File: src/rtl/dcache_pkg.sv
// dcache_pkg: shared state type, array geometry and address-field helpers
// for the data cache request controller.
package dcache_pkg;

    localparam int TAG_W      = 18;
    localparam int IDX_W      = 8;
    localparam int LINE_BEATS = 4;
    localparam int BEAT_W     = 2;
    localparam int WORD_W     = 32;
    localparam int BEAT_BITS  = 128;

    typedef enum logic [3:0] {
        IDLE,
        TAGCHK,
        STORE,
        WB_RD,
        WB_SEND,
        WB_REQ,
        RF_REQ,
        RF_WAIT,
        REPLAY
    } state_t;

    // Byte address layout: [31:14] tag, [13:6] index, [5:4] beat, [3:2] word.
    function automatic logic [TAG_W-1:0] addr_tag(input logic [31:0] addr);
        return addr[31:14];
    endfunction

    function automatic logic [IDX_W-1:0] addr_index(input logic [31:0] addr);
        return addr[13:6];
    endfunction

    function automatic logic [BEAT_W-1:0] addr_beat(input logic [31:0] addr);
        return addr[5:4];
    endfunction

    function automatic logic [1:0] addr_word(input logic [31:0] addr);
        return addr[3:2];
    endfunction

    // Line-aligned byte address of a tag/index pair.
    function automatic logic [31:0] line_addr(input logic [TAG_W-1:0] tag,
                                              input logic [IDX_W-1:0] index);
        return {tag, index, 6'b0};
    endfunction

    // One 32-bit word out of a 128-bit beat.
    function automatic logic [WORD_W-1:0] beat_word(input logic [BEAT_BITS-1:0] beat,
                                                    input logic [1:0]           word);
        return beat[{word, 5'b0} +: WORD_W];
    endfunction

endpackage

File: src/rtl/dcache_store_merge.sv
// dcache_store_merge: replaces one 32-bit word of a 128-bit beat with store data.
module dcache_store_merge
    import dcache_pkg::*;
(
    input  logic [BEAT_BITS-1:0] line,
    input  logic [1:0]           word,
    input  logic [WORD_W-1:0]    wdata,
    output logic [BEAT_BITS-1:0] merged
);

    // Keep the other three words, overwrite the selected one.
    always_comb begin
        merged                          = line;
        merged[{word, 5'b0} +: WORD_W] = wdata;
    end

endmodule

File: src/rtl/dcache_ctrl.sv
// dcache_ctrl: request-side controller for the 4-way, 256-set data cache array.
// One CPU access at a time: tag check, then on a miss an optional dirty-victim
// write-back and a line refill, followed by a replayed tag check that lets the
// array update its own PLRU/valid/dirty metadata.
module dcache_ctrl
    import dcache_pkg::*;
#(
    parameter int BEATS  = 4,
    parameter int ADDR_W = 32
) (
    input  logic                 clk,
    input  logic                 rst,

    input  logic                 cpu_req,
    input  logic                 cpu_we,
    input  logic [ADDR_W-1:0]    cpu_addr,
    input  logic [WORD_W-1:0]    cpu_wdata,
    output logic                 cpu_ready,
    output logic                 cpu_done,
    output logic [WORD_W-1:0]    cpu_rdata,

    output logic                 dc_r,
    output logic                 dc_w,
    output logic                 dc_w_tagcheck,
    output logic                 dc_no_tagcheck_read,
    output logic [IDX_W-1:0]     dc_r_index,
    output logic [IDX_W-1:0]     dc_w_index,
    output logic [TAG_W-1:0]     dc_r_tag,
    output logic [TAG_W-1:0]     dc_w_tag,
    output logic [5:0]           dc_r_line,
    output logic [5:0]           dc_w_line,
    output logic [1:0]           dc_w_way,
    output logic [1:0]           dc_no_tagcheck_way,
    output logic [1:0]           dc_flushtype,
    output logic [BEAT_BITS-1:0] dc_w_data,
    input  logic                 dc_hit,
    input  logic                 dc_dirty,
    input  logic [1:0]           dc_way,
    input  logic [TAG_W-1:0]     dc_tag_out,
    input  logic [BEAT_BITS-1:0] dc_data_out,

    output logic                 mem_req,
    output logic                 mem_we,
    output logic [ADDR_W-1:0]    mem_addr,
    input  logic                 mem_ack,
    output logic [BEAT_BITS-1:0] mem_wdata,
    output logic                 mem_wvalid,
    input  logic                 mem_wready,
    input  logic [BEAT_BITS-1:0] mem_rdata,
    input  logic                 mem_rvalid
);

    state_t                state, state_nx;
    logic [ADDR_W-1:0]     req_addr;
    logic                  req_we;
    logic [WORD_W-1:0]     req_wdata;
    logic [1:0]            hit_way;
    logic [1:0]            victim_way;
    logic [TAG_W-1:0]      victim_tag;
    logic [BEAT_W-1:0]     beat;
    logic [BEAT_BITS-1:0]  line_buf;
    logic                  wb_fresh;
    logic [BEAT_BITS-1:0]  store_line;
    logic                  last_beat;
    logic                  unused_bits;

    assign last_beat    = (beat == BEAT_W'(BEATS - 1));
    assign dc_flushtype = 2'b00;
    // Byte-within-word bits never reach the array or memory.
    assign unused_bits  = ^{req_addr[1:0]};

    dcache_store_merge u_store_merge (
        .line   (line_buf),
        .word   (addr_word(req_addr)),
        .wdata  (req_wdata),
        .merged (store_line)
    );

    // State register plus request, victim and beat bookkeeping.
    // NOTE: reset is synchronous and active-high, so it is tested inside the clocked
    // branch rather than in the sensitivity list.
    always_ff @(posedge clk) begin
        if (rst) begin
            state      <= IDLE;
            req_addr   <= '0;
            req_we     <= 1'b0;
            req_wdata  <= '0;
            hit_way    <= '0;
            victim_way <= '0;
            victim_tag <= '0;
            beat       <= '0;
            line_buf   <= '0;
            wb_fresh   <= 1'b0;
        end else begin
            // NOTE: every register here uses <= so all of them see the same
            // pre-edge values regardless of statement order.
            state    <= state_nx;
            wb_fresh <= (state == WB_RD);
            unique case (state)
                IDLE: begin
                    if (cpu_req) begin
                        req_addr  <= cpu_addr;
                        req_we    <= cpu_we;
                        req_wdata <= cpu_wdata;
                    end
                end
                TAGCHK: begin
                    // The array only presents its response for one cycle.
                    line_buf <= dc_data_out;
                    hit_way  <= dc_way;
                    if (!dc_hit) begin
                        victim_way <= dc_way;
                        victim_tag <= dc_tag_out;
                    end
                end
                WB_REQ, RF_REQ: begin
                    if (mem_ack) beat <= '0;
                end
                WB_SEND: begin
                    // Hold the victim beat locally while memory stalls.
                    if (wb_fresh) line_buf <= dc_data_out;
                    if (mem_wready) beat <= beat + 1'b1;
                end
                RF_WAIT: begin
                    if (mem_rvalid) beat <= beat + 1'b1;
                end
                default: ;
            endcase
        end
    end

    // Next-state decode and all array/memory/CPU strobes.
    always_comb begin
        // NOTE: every output gets a default before the case so no path can infer a latch.
        state_nx            = state;
        cpu_ready           = 1'b0;
        cpu_done            = 1'b0;
        cpu_rdata           = '0;
        dc_r                = 1'b0;
        dc_w                = 1'b0;
        dc_w_tagcheck       = 1'b0;
        dc_no_tagcheck_read = 1'b0;
        dc_r_index          = '0;
        dc_r_tag            = '0;
        dc_r_line           = '0;
        dc_w_index          = '0;
        dc_w_tag            = '0;
        dc_w_line           = '0;
        dc_w_way            = '0;
        dc_no_tagcheck_way  = '0;
        dc_w_data           = '0;
        mem_req             = 1'b0;
        mem_we              = 1'b0;
        mem_addr            = '0;
        mem_wdata           = '0;
        mem_wvalid          = 1'b0;

        unique case (state)
            IDLE: begin
                cpu_ready = 1'b1;
                if (cpu_req) begin
                    dc_r          = 1'b1;
                    dc_r_index    = addr_index(cpu_addr);
                    dc_r_tag      = addr_tag(cpu_addr);
                    dc_r_line     = {addr_beat(cpu_addr), 4'b0};
                    dc_w_tagcheck = cpu_we;
                    state_nx      = TAGCHK;
                end
            end
            TAGCHK: begin
                if (dc_hit) begin
                    if (req_we) begin
                        state_nx = STORE;
                    end else begin
                        cpu_done  = 1'b1;
                        cpu_rdata = beat_word(dc_data_out, addr_word(req_addr));
                        state_nx  = IDLE;
                    end
                end else begin
                    state_nx = dc_dirty ? WB_REQ : RF_REQ;
                end
            end
            STORE: begin
                dc_w       = 1'b1;
                dc_w_way   = hit_way;
                dc_w_index = addr_index(req_addr);
                dc_w_tag   = addr_tag(req_addr);
                dc_w_line  = {addr_beat(req_addr), 4'b0};
                dc_w_data  = store_line;
                cpu_done   = 1'b1;
                state_nx   = IDLE;
            end
            WB_REQ: begin
                mem_req  = 1'b1;
                mem_we   = 1'b1;
                mem_addr = line_addr(victim_tag, addr_index(req_addr));
                if (mem_ack) state_nx = WB_RD;
            end
            WB_RD: begin
                dc_r                = 1'b1;
                dc_no_tagcheck_read = 1'b1;
                dc_no_tagcheck_way  = victim_way;
                dc_r_index          = addr_index(req_addr);
                dc_r_tag            = victim_tag;
                dc_r_line           = {beat, 4'b0};
                state_nx            = WB_SEND;
            end
            WB_SEND: begin
                mem_wvalid = 1'b1;
                mem_wdata  = wb_fresh ? dc_data_out : line_buf;
                if (mem_wready) state_nx = last_beat ? RF_REQ : WB_RD;
            end
            RF_REQ: begin
                mem_req  = 1'b1;
                mem_addr = line_addr(addr_tag(req_addr), addr_index(req_addr));
                if (mem_ack) state_nx = RF_WAIT;
            end
            RF_WAIT: begin
                if (mem_rvalid) begin
                    dc_w       = 1'b1;
                    dc_w_way   = victim_way;
                    dc_w_index = addr_index(req_addr);
                    dc_w_tag   = addr_tag(req_addr);
                    dc_w_line  = {beat, 4'b0};
                    dc_w_data  = mem_rdata;
                    if (last_beat) state_nx = REPLAY;
                end
            end
            REPLAY: begin
                dc_r          = 1'b1;
                dc_r_index    = addr_index(req_addr);
                dc_r_tag      = addr_tag(req_addr);
                dc_r_line     = {addr_beat(req_addr), 4'b0};
                dc_w_tagcheck = req_we;
                state_nx      = TAGCHK;
            end
            default: state_nx = IDLE;
        endcase
    end

endmodule

File: config.mk
export PLATFORM = sky130hd
export DESIGN_NAME = dcache_ctrl
export DESIGN_NICKNAME = d
export VERILOG_FILES = /design/src/rtl/dcache_pkg.sv /design/src/rtl/dcache_store_merge.sv /design/src/rtl/dcache_ctrl.sv
export SDC_FILE = /design/constraint.sdc
export NUM_CORES = 1
export LEC_CHECK = 0
export ABC_AREA = 1
export CAP_MARGIN = 20
export CORE_AREA = 2 2 293 295
export DETAILED_ROUTE_END_ITERATION = 7
export DIE_AREA = 0 0 295 297
export HOLD_SLACK_MARGIN = 0.06
export SYNTH_ARGS = -nofsm -noshare
export SYNTH_HDL_FRONTEND = slang
export SYNTH_SLANG_ARGS = --single-unit
File: constraint.sdc
create_clock -name clk -period 5.4 [get_ports clk]
set_clock_uncertainty 0.15 [all_clocks]
set_input_delay 0.81 -clock clk [delete_from_list [all_inputs] [get_ports clk]]
set_output_delay 0.81 -clock clk [all_outputs]
set_load 0.01 [all_outputs]
==> results by group, run 1 <==
Floorplanning
  – Starting Density: a little under a fifth
  – Core Region: 84500 um^2
  – Ports: ~750
  – Die W: 295 um
  – Cell row count: roughly 110
  – Die area: ~88000 um^2
  – Die Y: 297 um

Clock tree
  – Num CTS Buffers: 31
  – CTS tree: built
  – Post_cts resized: 0
  – Clk root buf: clkbuf_16
  – Hold-fix buffers, CTS: 0
  – Clock sink count: between 200 and 250
  – Post-CTS setup buffers: 0
  – Worst-skew pair later-pin latency: between 0.6 and 0.7 ns
  – Clock Path Buffers: 3
  – CTS H-tree lvls: 1
  – CTS clk-pin slew, worst paths: around 0.070 ns

Logic synthesis
  – Post-synth top area share: ~28%
  – Register area share after synthesis: roughly 28%
  – Simple-Gate Fraction of Synth Area: roughly a third
  – Post-synthesis mux area share: 0%
  – Largest family of logic cells by synthesized area: simple AND/OR/NAND/NOR gates
  – Mapped cell area: ~16000 um^2
  – Ys flop type: dfxtp_1
  – Mapped Avg Cell Area: 5.63 um^2
  – Adder-Cell Fraction of Synth Area: 0.482%
  – Most frequent cell after synthesis: nand2_1
  – Cell count after synthesis: around 2800
  – Ranking of synthesized cells by area: dfxtp_1, nand2_1, o21ai_0, inv_1, nor2_1
  – Synth area leader: dfxtp_1
  – Async set-reset flop share out of synthesis: 0%
  – Synth Area in XOR/XNOR: 0%
  – Synthesized flop and latch total: 220
  – EDFF count, synth: 0
  – Synth Area in Compound Gates: roughly 23%
  – Synth top cells by count: nand2_1, inv_1, o21ai_0
  – Cell variety after synth: 24
  – Ys Warns: 0

Drt
  – Routed WL per cell: ~23 um
  – Vias/cell: ~4.8
  – Drc violations: 0
  – Max Used Layer: met5
  – Detailed Route WL: between 100000 and 150000 um
  – Vias: 21533
  – Initial drt markers: between 2000 and 2500
  – Met2 routed WL: 48300 um
  – Wl on met1: 39200 um
  – Drt pass-1 iters: 6
  – Metal3 WL: about 11000 um
  – Antenna-violating nets left: 0

Global routing
  – Maximum number of pins on one net before global-route repair: about 130
  – First-pass GRT wire length: 145000 um
  – Overflow after GRT: 0
  – Initial antenna violation count: 28
  – GRT Overall Usage: roughly 22%
  – Vias in the first global route: roughly 20000

Timing
  – Setup TNS: 0 ns
  – Worst Tran Pin Value: 1.06 ns
  – Fin crit period: approximately 5 ns
  – RSZ-0062 raised after global routing: false
  – Rel. slew slack: between 20 and 30%
  – Final period util: about nine tenths
  – Final hold vios: 0
  – Max frequency: 206 MHz
  – # setup viols final: 0
  – Slew Limit Fails: 0

Final layout
  – Fillers: between 9000 and 10000
  – Design area: roughly 25000 um^2
  – Share of cells above drive strength 1: 3.94%
  – Layout area overhead: 60.2%
  – FF+latch area: about 4400 um^2
  – Area of the multi-input gates: ~9000 um^2
  – NumNets Final: 3705

Critical path
  – Critical path class: reg2out
  – WP buf/inv: 4
  – Maximum fanout along the worst path: 16
  – Critical-path top delay cell: clkdlybuf4s50_1
  – CP top delay family: buffers and inverters
  – CP Data Arrival Time: between 3 and 4 ns
  – Setup crit end kind: primary output
  – Critical path's largest stage delay: 0.64 ns
  – Worst Path Required: between 4 and 5 ns
  – CP Launch Type: flop
  – Worst path cell trace: inv_2, ha_1, inv_1, nand3_2, buf_4, nor2_1, a21oi_1, o21ai_0, clkdlybuf4s50_1

Placement
  – HPWL after DPL: between 70000 and 80000 um
  – Post-DP Area: around 24000 um^2
  – RD Place Congestion: 0.888
  – Port Buffer Count: 729

Power and ir drop
  – Power per Cell Area: between 300 and 400 nW/um^2
  – Power, Total: between 9 and 10 mW
  – Leak pwr: 9.87 nW
  – IR drop worst, VDD: about 0.27 mV

Worst hold path
  – HP Class: reg2reg

Run status
  – Status: complete, no violations

Flow run
  – Max_cap viols: 0
==> worst paths after layout <==
| kind | to | startpoint | cells past startpoint | slack, ns |
|---|---|---|---|---|
| worst max-delay path | dc_w_data[7] | req_addr[3] | 9 | 0.54 |
| worst min-delay path | req_addr[5] | req_addr[5] | 2 | 0.31 |
| worst max register to register | line_buf[89] | state[3] | 8 | 2.26 |
| worst min register to register | req_addr[5] | req_addr[5] | 2 | 0.31 |
==> where the power goes <==
part	leakage [nW]	total (mW)	switching, mW	internal (mW)
logic	7.53	4.97	3.38	1.59
clock network	0.535	2.23	0.923	1.30
registers	1.80	2.29	0.251	2.04
==> registers in the layout, indices dropped and copies added, names as in the netlist <==
register	cells
beat	2
wb_fresh	1
req_addr	30
victim_way	2
state	4
req_we	1
line_buf	128
req_wdata	32
hit_way	2
victim_tag	18
==> metal layers <==
layer  up-vias  GRT usage (%)
li1      10123              -
met1      9947           26.8
met2      1238           37.6
met3       201           6.27
met4        24           8.71
met5         -              0
==> through the flow <==
step                      hold WS [ns]  util, %  instances  worst slack, ns
after floorplan                  0.280        -       2780             2.19
after global placement           0.291     28.2       4461             1.24
after detailed placement         0.307     28.2       4461             1.24
after CTS                        0.317     29.5       4519            0.575
after global routing             0.331     29.5       4526            0.446
final                            0.315     29.5       4532            0.538
==> final cells by class <==
class / instances / share of cell area, %
antenna: 13 / 0.130
clock buffer: 45 / 3.77
clock inverter: 13 / 0.572
inverter: 304 / 4.62
multi-input combinational: 2021 / 36.5
sequential: 220 / 17.7
tap: 1144 / 5.74
timing repair buffer: 772 / 31.0
==> worst register-to-register path, delay by kind of cell, from the launching register on <==
kind	cells	cell delay (ns)
buf+inv	3	1.01
flops	1	0.42
compound gates	1	0.18
simple gates	4	1.30
==> layout by cell type (no fill, tap or decap), types with 118 or more instances in the layout <==
master           count
clkdlybuf4s50_1    725
inv_1              291
a31oi_1            129
o22ai_1            118
a21oi_1            151
nand3_1            138
o21ai_0            226
nand2_1            980
nor2_1             217
dfxtp_1            217
==> kinds of logic after synthesis <==
| group | Yosys count |
|---|---|
| simple gates | 1354 |
| buf+inv | 539 |
| flops | 220 |
| fa+ha+maj | 6 |
| compound gates | 645 |
| other cells | 1 |
(Power assumes the default switching activity.)
==> run 2, diff against run 1 <==
Settings changed: CAP_MARGIN 20 to default.
==> results of run 2 <==
The final DEF is identical to that of run 1; final timing and power are the same.
